`src/rtl/bus_sync_rx.sv`:
```
// bus_sync_rx: destination-side bus synchronizer.
//
// Brings a multi-bit bus and its qualifying enable from a foreign clock domain
// into the clk domain. EN passes through a NUM_STAGES flop chain; a qualified
// enable event captures tx_data into a small show-ahead FIFO. ack returns the
// synchronized, one-cycle-delayed enable to the source for its handshake.
//
// Parameters:
//   BUS_WIDTH  - data width
//   NUM_STAGES - synchronizer flops on EN (>= 2)
//   DEPTH      - FIFO entries (power of 2, >= 2)
//   MODE       - 0: rising edge of EN marks a word, 1: any EN transition does
//
// Ports:
//   clk      - clock
//   rst      - synchronous active-high reset
//   tx_data  - foreign-domain bus, held stable by the source handshake
//   EN       - foreign-domain enable, asynchronous to clk
//   rx_data  - FIFO head word (zero while empty)
//   rx_valid - FIFO not empty
//   rx_ready - consumer takes rx_data this cycle
//   ack      - delayed synchronized enable, back to the source
//   overflow - sticky: an event was dropped because the FIFO was full
//   count    - FIFO occupancy
module bus_sync_rx #(
    parameter int unsigned BUS_WIDTH  = 8,
    parameter int unsigned NUM_STAGES = 2,
    parameter int unsigned DEPTH      = 4,
    parameter int unsigned MODE       = 0
) (
    input  logic                       clk,
    input  logic                       rst,
    input  logic [BUS_WIDTH-1:0]       tx_data,
    input  logic                       EN,
    output logic [BUS_WIDTH-1:0]       rx_data,
    output logic                       rx_valid,
    input  logic                       rx_ready,
    output logic                       ack,
    output logic                       overflow,
    output logic [$clog2(DEPTH+1)-1:0] count
);

    localparam int unsigned PtrW = $clog2(DEPTH);
    localparam int unsigned CntW = $clog2(DEPTH + 1);
    localparam logic [CntW-1:0] CntFull = CntW'(DEPTH);

    logic [NUM_STAGES-1:0] sync_q;
    logic                  en_d_q;
    logic                  en_s;
    logic                  evt;

    logic [BUS_WIDTH-1:0]  mem_q [DEPTH];
    logic [PtrW-1:0]       wr_ptr_q, wr_ptr_d;
    logic [PtrW-1:0]       rd_ptr_q, rd_ptr_d;
    logic [CntW-1:0]       count_q, count_d;
    logic                  valid_q, valid_d;
    logic                  ovf_q, ovf_d;

    logic                  full;
    logic                  pop;
    logic                  push;

    // Event detect on the synchronized enable.
    always_comb begin
        en_s = sync_q[NUM_STAGES-1];
        if (MODE == 0) begin
            evt = en_s & ~en_d_q;
        end else begin
            evt = en_s ^ en_d_q;
        end
    end

    // FIFO control. valid_q tracks count_q != 0, so a pop while empty is void
    // and an empty FIFO with a simultaneous push simply goes to one entry.
    always_comb begin
        full     = (count_q == CntFull);
        pop      = valid_q & rx_ready;
        // A full FIFO still accepts a push when the head leaves on the same edge.
        push     = evt & (~full | pop);

        wr_ptr_d = wr_ptr_q;
        rd_ptr_d = rd_ptr_q;
        if (push) begin
            wr_ptr_d = wr_ptr_q + PtrW'(1);
        end
        if (pop) begin
            rd_ptr_d = rd_ptr_q + PtrW'(1);
        end

        count_d  = count_q + CntW'(push) - CntW'(pop);
        valid_d  = (count_d != '0);
        // Dropped words still acknowledge via en_d; only this flag records the loss.
        ovf_d    = ovf_q | (evt & ~push);
    end

    always_ff @(posedge clk) begin
        if (rst) begin
            sync_q   <= '0;
            en_d_q   <= 1'b0;
            wr_ptr_q <= '0;
            rd_ptr_q <= '0;
            count_q  <= '0;
            valid_q  <= 1'b0;
            ovf_q    <= 1'b0;
        end else begin
            sync_q   <= {sync_q[NUM_STAGES-2:0], EN};
            en_d_q   <= en_s;
            wr_ptr_q <= wr_ptr_d;
            rd_ptr_q <= rd_ptr_d;
            count_q  <= count_d;
            valid_q  <= valid_d;
            ovf_q    <= ovf_d;
        end
    end

    // Storage needs no reset: rx_data is masked while the FIFO is empty.
    always_ff @(posedge clk) begin
        if (!rst && push) begin
            mem_q[wr_ptr_q] <= tx_data;
        end
    end

    always_comb begin
        rx_data  = valid_q ? mem_q[rd_ptr_q] : '0;
        rx_valid = valid_q;
        ack      = en_d_q;
        overflow = ovf_q;
        count    = count_q;
    end

endmodule

```
`config.mk`:
```
export PLATFORM = sky130hd
export DESIGN_NAME = bus_sync_rx
export DESIGN_NICKNAME = d
export VERILOG_FILES = /design/src/rtl/bus_sync_rx.sv
export SDC_FILE = /design/constraint.sdc
export NUM_CORES = 1
export LEC_CHECK = 0
export ABC_AREA = 1
export CAP_MARGIN = 40
export CORE_MARGIN = 2
export CORE_UTILIZATION = 45
export DETAILED_ROUTE_END_ITERATION = 8
export GPL_TIMING_DRIVEN = 0
export PLACE_DENSITY_LB_ADDON = 0.3
export SETUP_SLACK_MARGIN = 0.15
export SYNTH_ARGS = -nofsm -noshare
export SYNTH_HDL_FRONTEND = slang
export SYNTH_SLANG_ARGS = --single-unit
```
`constraint.sdc`:
```
create_clock -name clk -period 2.8 [get_ports clk]
set_clock_uncertainty 0.15 [all_clocks]
set_input_delay 0.56 -clock clk [delete_from_list [all_inputs] [get_ports clk]]
set_output_delay 0.56 -clock clk [all_outputs]
set_load 0.05 [all_outputs]
```
# Word level (Yosys, flattened, before mapping)
# Memory sizes are Yosys's and may differ from the RTL's. A register that Yosys moved wholly into a read port is not among the register bits.
# Index checks and enable logic that the tools add are counted.
dict set report op_classes {
  n_addsub 4
  n_eq_ne 1
  mux 5
  bitwise_logic 9
  reduce_logical 3
}
# operator n
set op_table {}
lappend op_table {{2-to-1 mux 8 bit} 1}
lappend op_table {{adder 2 x 1 -> 2 bit, second input constant} 2}
lappend op_table {{AND 1 bit} 4}
lappend op_table {{2-to-1 mux 2 bit} 2}
lappend op_table {{adder 3 x 1 -> 3 bit} 1}
lappend op_table {{equality test 3 bit, second input constant} 1}
lappend op_table {{NOT 1 bit} 3}
lappend op_table {{nonzero test 3 bit} 1}
lappend op_table {{subtractor 3 x 1 -> 3 bit} 1}
lappend op_table {{2-to-1 mux 1 bit} 2}
lappend op_table {{bitwise OR 1 bit} 2}
lappend op_table {{logical AND 1 bit} 1}
lappend op_table {{logical NOT 1 bit} 1}
dict set report word_totals {
  ff_bits 12
  mem_bits_rw 32
  out_inout_bits 14
  wordCells 30
  n_memories 1
}
# memory depth width read_ports rd_ports_with_merged_regs write_ports line_no
set memory_table {}
lappend memory_table {mem_q 4 8 1 1 1 52} ;# logic [BUS_WIDTH-1:0] mem_q [DEPTH];

# Depth between registers and ports, before layout
dict set report logic_depth {
  word_depth 7
  ltp_mapped 12
  mapped_depth_nobuf 12
}

# Worst setup path after synthesis
# No wires, ideal clock.
dict set report synth_path {
  kind {reg-to-reg}
  start {register valid_q, in the netlist rx_valid}
  end {register valid_q, in the netlist rx_valid}
  setup_time_ns 0.109
  arrival_ns 2.117
  required_time_ns 2.541
  slack_ns 0.424
  stages_incl_launch_ff 12
  path_buffers 0
  synth_period_minus_slack_ns 2.376
  path_cell_list {dfxtp_1 -> nand2_1 -> nand3_2 -> nand2_2 -> nand2_1 -> nand2_1 -> ha_1 -> fa_1 -> nor2_1 -> nand3_1 -> nand2_1 -> inv_1}
}
dict set report synth_via {
  elab_chain_cells 6
}
# item line_no
set synth_lines {}
lappend synth_lines {{start: declaration} 56} ;# logic valid_q, valid_d;
lappend synth_lines {{start signal: assignment} 111} ;# valid_q <= valid_d;
lappend synth_lines {{AND 1 bit *} 77} ;# pop = valid_q & rx_ready;
lappend synth_lines {{bitwise OR 1 bit} 79} ;# push = evt & (~full | pop);
lappend synth_lines {{AND 1 bit} 79}
lappend synth_lines {{adder 3 x 1 -> 3 bit} 90} ;# count_d = count_q + CntW'(push) - CntW'(pop);
lappend synth_lines {{subtractor 3 x 1 -> 3 bit *} 90}
lappend synth_lines {{net count_d[1]} 55} ;# logic [CntW-1:0] count_q, count_d;
lappend synth_lines {{nonzero test 3 bit *} 91} ;# valid_d = (count_d != '0);
# Mark *: on every way through the listed nets, which the timed path passes. The rest lies on a longest branch.
# A chain may end at the register's enable or synchronous reset.

==> impl_results.md <==
- Yosys reg bits: between 40 and 50
- Clock-pin slew on the worst setup and hold paths: approximately 70 ps
- Syn Nets: 196
- CP Capture Type: output pin
- Vias: about 1300
- Lkg Pwr: 0.9185 nW
- Slowest cell on the critical path: clkdlybuf4s15_1
- Worst path arrival time: roughly 1800 ps
- Critical path class: reg -> out
- Fmax: between 0.3 and 0.4 GHz
- Worst reg2reg endpoint: rx_valid$_SDFF_PP0_
- Final ANT Viol Nets: 0
- Overall power: 1.902 mW
- # diodes: 0
- # nets final: ~230
- Io pins: 26
- Avg Cell Area, Syn: 10.99 um^2
- CP startpoint kind: register
- Tightest Hold Check Type: reg -> reg
- Clock Sinks: 46
- Vias per inst: 4.819
- Gpl congestion: 0.8172
- Final std cells w/o fill: 265
- TritonCTS clock tree: yes
- Number of distinct library cells after synthesis: 22
- Crit share post-route: 0.9035
- P&R area growth vs syn: 22.31%
- Die W: 69.95 um
- Rows: 23
- Crit. path cell count: 6
- MaxCap Viol Count: 0
- FF-to-FF Start: sync_q[1]$_SDFF_PP0_
- Die area: 4892 um^2
- First-pass GRT wire length: between 5000 and 6000 um
- Final Setup Violations: 0
- Post-route DRC: 0
- CP delay by family, top: buffers and inverters
- Routed WL per cell: 12.41 um
- Status: complete, no violations
- Relative slew margins: 0.4860
- Root Buffer: clkbuf_8
- Synth area leaders: edfxtp_1 49%, dfxtp_1 14%, nor2_1 5.4%
- Setup TNS: 0 ps
- Initial DRT Pass Iterations: 4
- Final slew viol count: 0
- Initial antenna violation count: 0
- Clk Latency, worst-skew pair: ~300 ps
- Critical path peak fanout: 10
- Dominant cell type by area after synthesis: edfxtp_1
- Postcts setup bufs: 0
- Crit path largest cell delay: ~520 ps
- Vias in the first global route: 1206
- Cts bufs inserted: 5
- Die height: 69.95 um
- Clock Path Buffers: 2
- Initial Utilization: 0.4789
- Cells after synthesis: between 150 and 200
- Sequential element share of the synthesized area: 0.6343
- Max IR drop VDD: around 560 uV
- Unrepaired setup endpoints after global routing: false
- Pin count of the biggest net entering global routing: 14
- Resize count post-CTS: 8
- Yosys warns: 0
- WP buf/inv: 4
- Reg2reg setup slack: approximately 670 ps
- Req. time, crit path: between 2000 and 2500 ps
- Post-synth top area share: 0.4910
- Synthesized area: between 1500 and 2000 um^2
- Critical path's most frequent cell: buf_6
- R2R depth: 11
- Final WL: between 3000 and 4000 um
- Minimum clock period: 2530 ps
- Total gr overflow: 0
- Initial DRC count: 48
- Pwr dens: between 700 and 800 nW/um^2
- CORE AREA: 4086 um^2
- CP endpoint: rx_data[1]
- H-Tree Depth: 2
- Least-Margin Pin Slew: about 770 ps
- DPL Wire Length: 2367 um
- PortBufs: 25
- CP cell instances: buf_6 > inv_2 > buf_6 > o21ai_1 > a21oi_1 > clkdlybuf4s15_1
- Fin. Hold Viols: 0
- Hold-fix buffers, CTS: 0
- GRT Total Usage: 0.1524
- Placed instance count: about 260
- Layout cells sized above 1: 0.1581
-- layout by cell type (no fill, tap or decap), drive strengths merged --
cell,count
a21oi,15
buf,8
clkbuf,8
clkdlybuf4s15,2
clkdlybuf4s50,17
clkinv,1
dfxtp,14
dlygate4sd2,6
edfxtp,32
fa,1
ha,5
inv,22
nand2,13
nand3,6
nand4,1
nor2,42
nor3,4
o21ai,17
xor2,1
-- cells by family after synthesis --
group / Yosys count / synth area share
adder cells (fa/ha/maj): 6 / 0.04220
XOR/XNOR: 1 / 0.004477
AO/OA/AOI/OAI: 32 / 0.08184
buffers and inverters: 27 / 0.07609
flip-flops: 46 / 0.6343
AND/OR/NAND/NOR: 66 / 0.1611
-- synthesized netlist by cell type --
master	number
nor2_1	28
nand4_1	1
nor3_1	4
clkbuf_1	1
o21ai_0	6
nand2_2	1
dfxtp_1	14
fa_1	1
nor2_4	2
buf_6	2
a21oi_1	15
nor2_2	12
nand3_2	1
nand3_1	5
ha_1	5
xor2_1	1
edfxtp_1	32
nand2_1	12
o21ai_1	11
inv_1	20
buf_12	2
inv_2	2
-- worst min-delay path by stage --
stage	startpoint	end	slack (ps)	depth (start not counted)
2_1_floorplan	sync_q[0]$_SDFF_PP0_	sync_q[1]$_SDFF_PP0_	240	2
3_3_place_gp	sync_q[0]$_SDFF_PP0_	sync_q[1]$_SDFF_PP0_	240	2
3_5_place_dp	sync_q[0]$_SDFF_PP0_	sync_q[1]$_SDFF_PP0_	240	2
4_1_cts	sync_q[0]$_SDFF_PP0_	sync_q[1]$_SDFF_PP0_	250	2
5_1_grt	sync_q[0]$_SDFF_PP0_	sync_q[1]$_SDFF_PP0_	280	2
6_report	sync_q[0]$_SDFF_PP0_	sync_q[1]$_SDFF_PP0_	250	2
-- through the flow --
| stage | instance area (um^2) | worst slack [ps] | hold WS (ps) | util |
|---|---|---|---|---|
| 4_1_cts | 2381 | 255.3 | 252.0 | 0.5827 |
| 3_3_place_gp | 2270 | -151.3 | 241.8 | 0.5554 |
| 3_5_place_dp | 2300 | 8.720 | 241.7 | 0.5628 |
| 2_1_floorplan | 1957 | 423.9 | 238.3 | - |
| 6_report | 2394 | 270.2 | 250.4 | 0.5857 |
| 5_1_grt | 2394 | 153.4 | 276.1 | 0.5857 |
-- flip-flops by register name, summed over array words and instances, names as in the netlist, named ones only --
register and count:
sync_q 2, ack 1, rx_valid 1, overflow 1
rd_ptr_q 2, mem_q 32, count 3, wr_ptr_q 2
-- cell type report --
type	count	area, um^2
Clock inverter	1	5.005
Buffer	5	66.31
Clock buffer	7	86.33
Tap cell	50	62.56
Sequential cell	46	1241
Fill cell	339	1693
Inverter	22	82.58
Multi-Input combinational cell	105	576.8
Timing Repair Buffer	29	272.8
-- layer usage --
metal / track usage / vias to the layer above / share of wire
li1: - / 662 / -
met2: 0.2455 / 28 / 0.46
met5: 0 / - / 0
met3: 0.04329 / 6 / 0.050
met4: 0.06410 / 0 / 0.018
met1: 0.1925 / 581 / 0.47
-- tightest hold or removal path, delay by kind of cell, from the launching register on --
family                 cells  cell delay (ps)
DFF                        1              300
buffers and inverters      1               40
and+or+nand+nor            1               30
-- power by group --
group          total, mW  internal, mW  switching (mW)
clock network      0.406         0.199           0.207
registers          0.810         0.769          0.0407
logic              0.686         0.223           0.463
total               1.90          1.19           0.710
(Power assumes the default switching activity.)
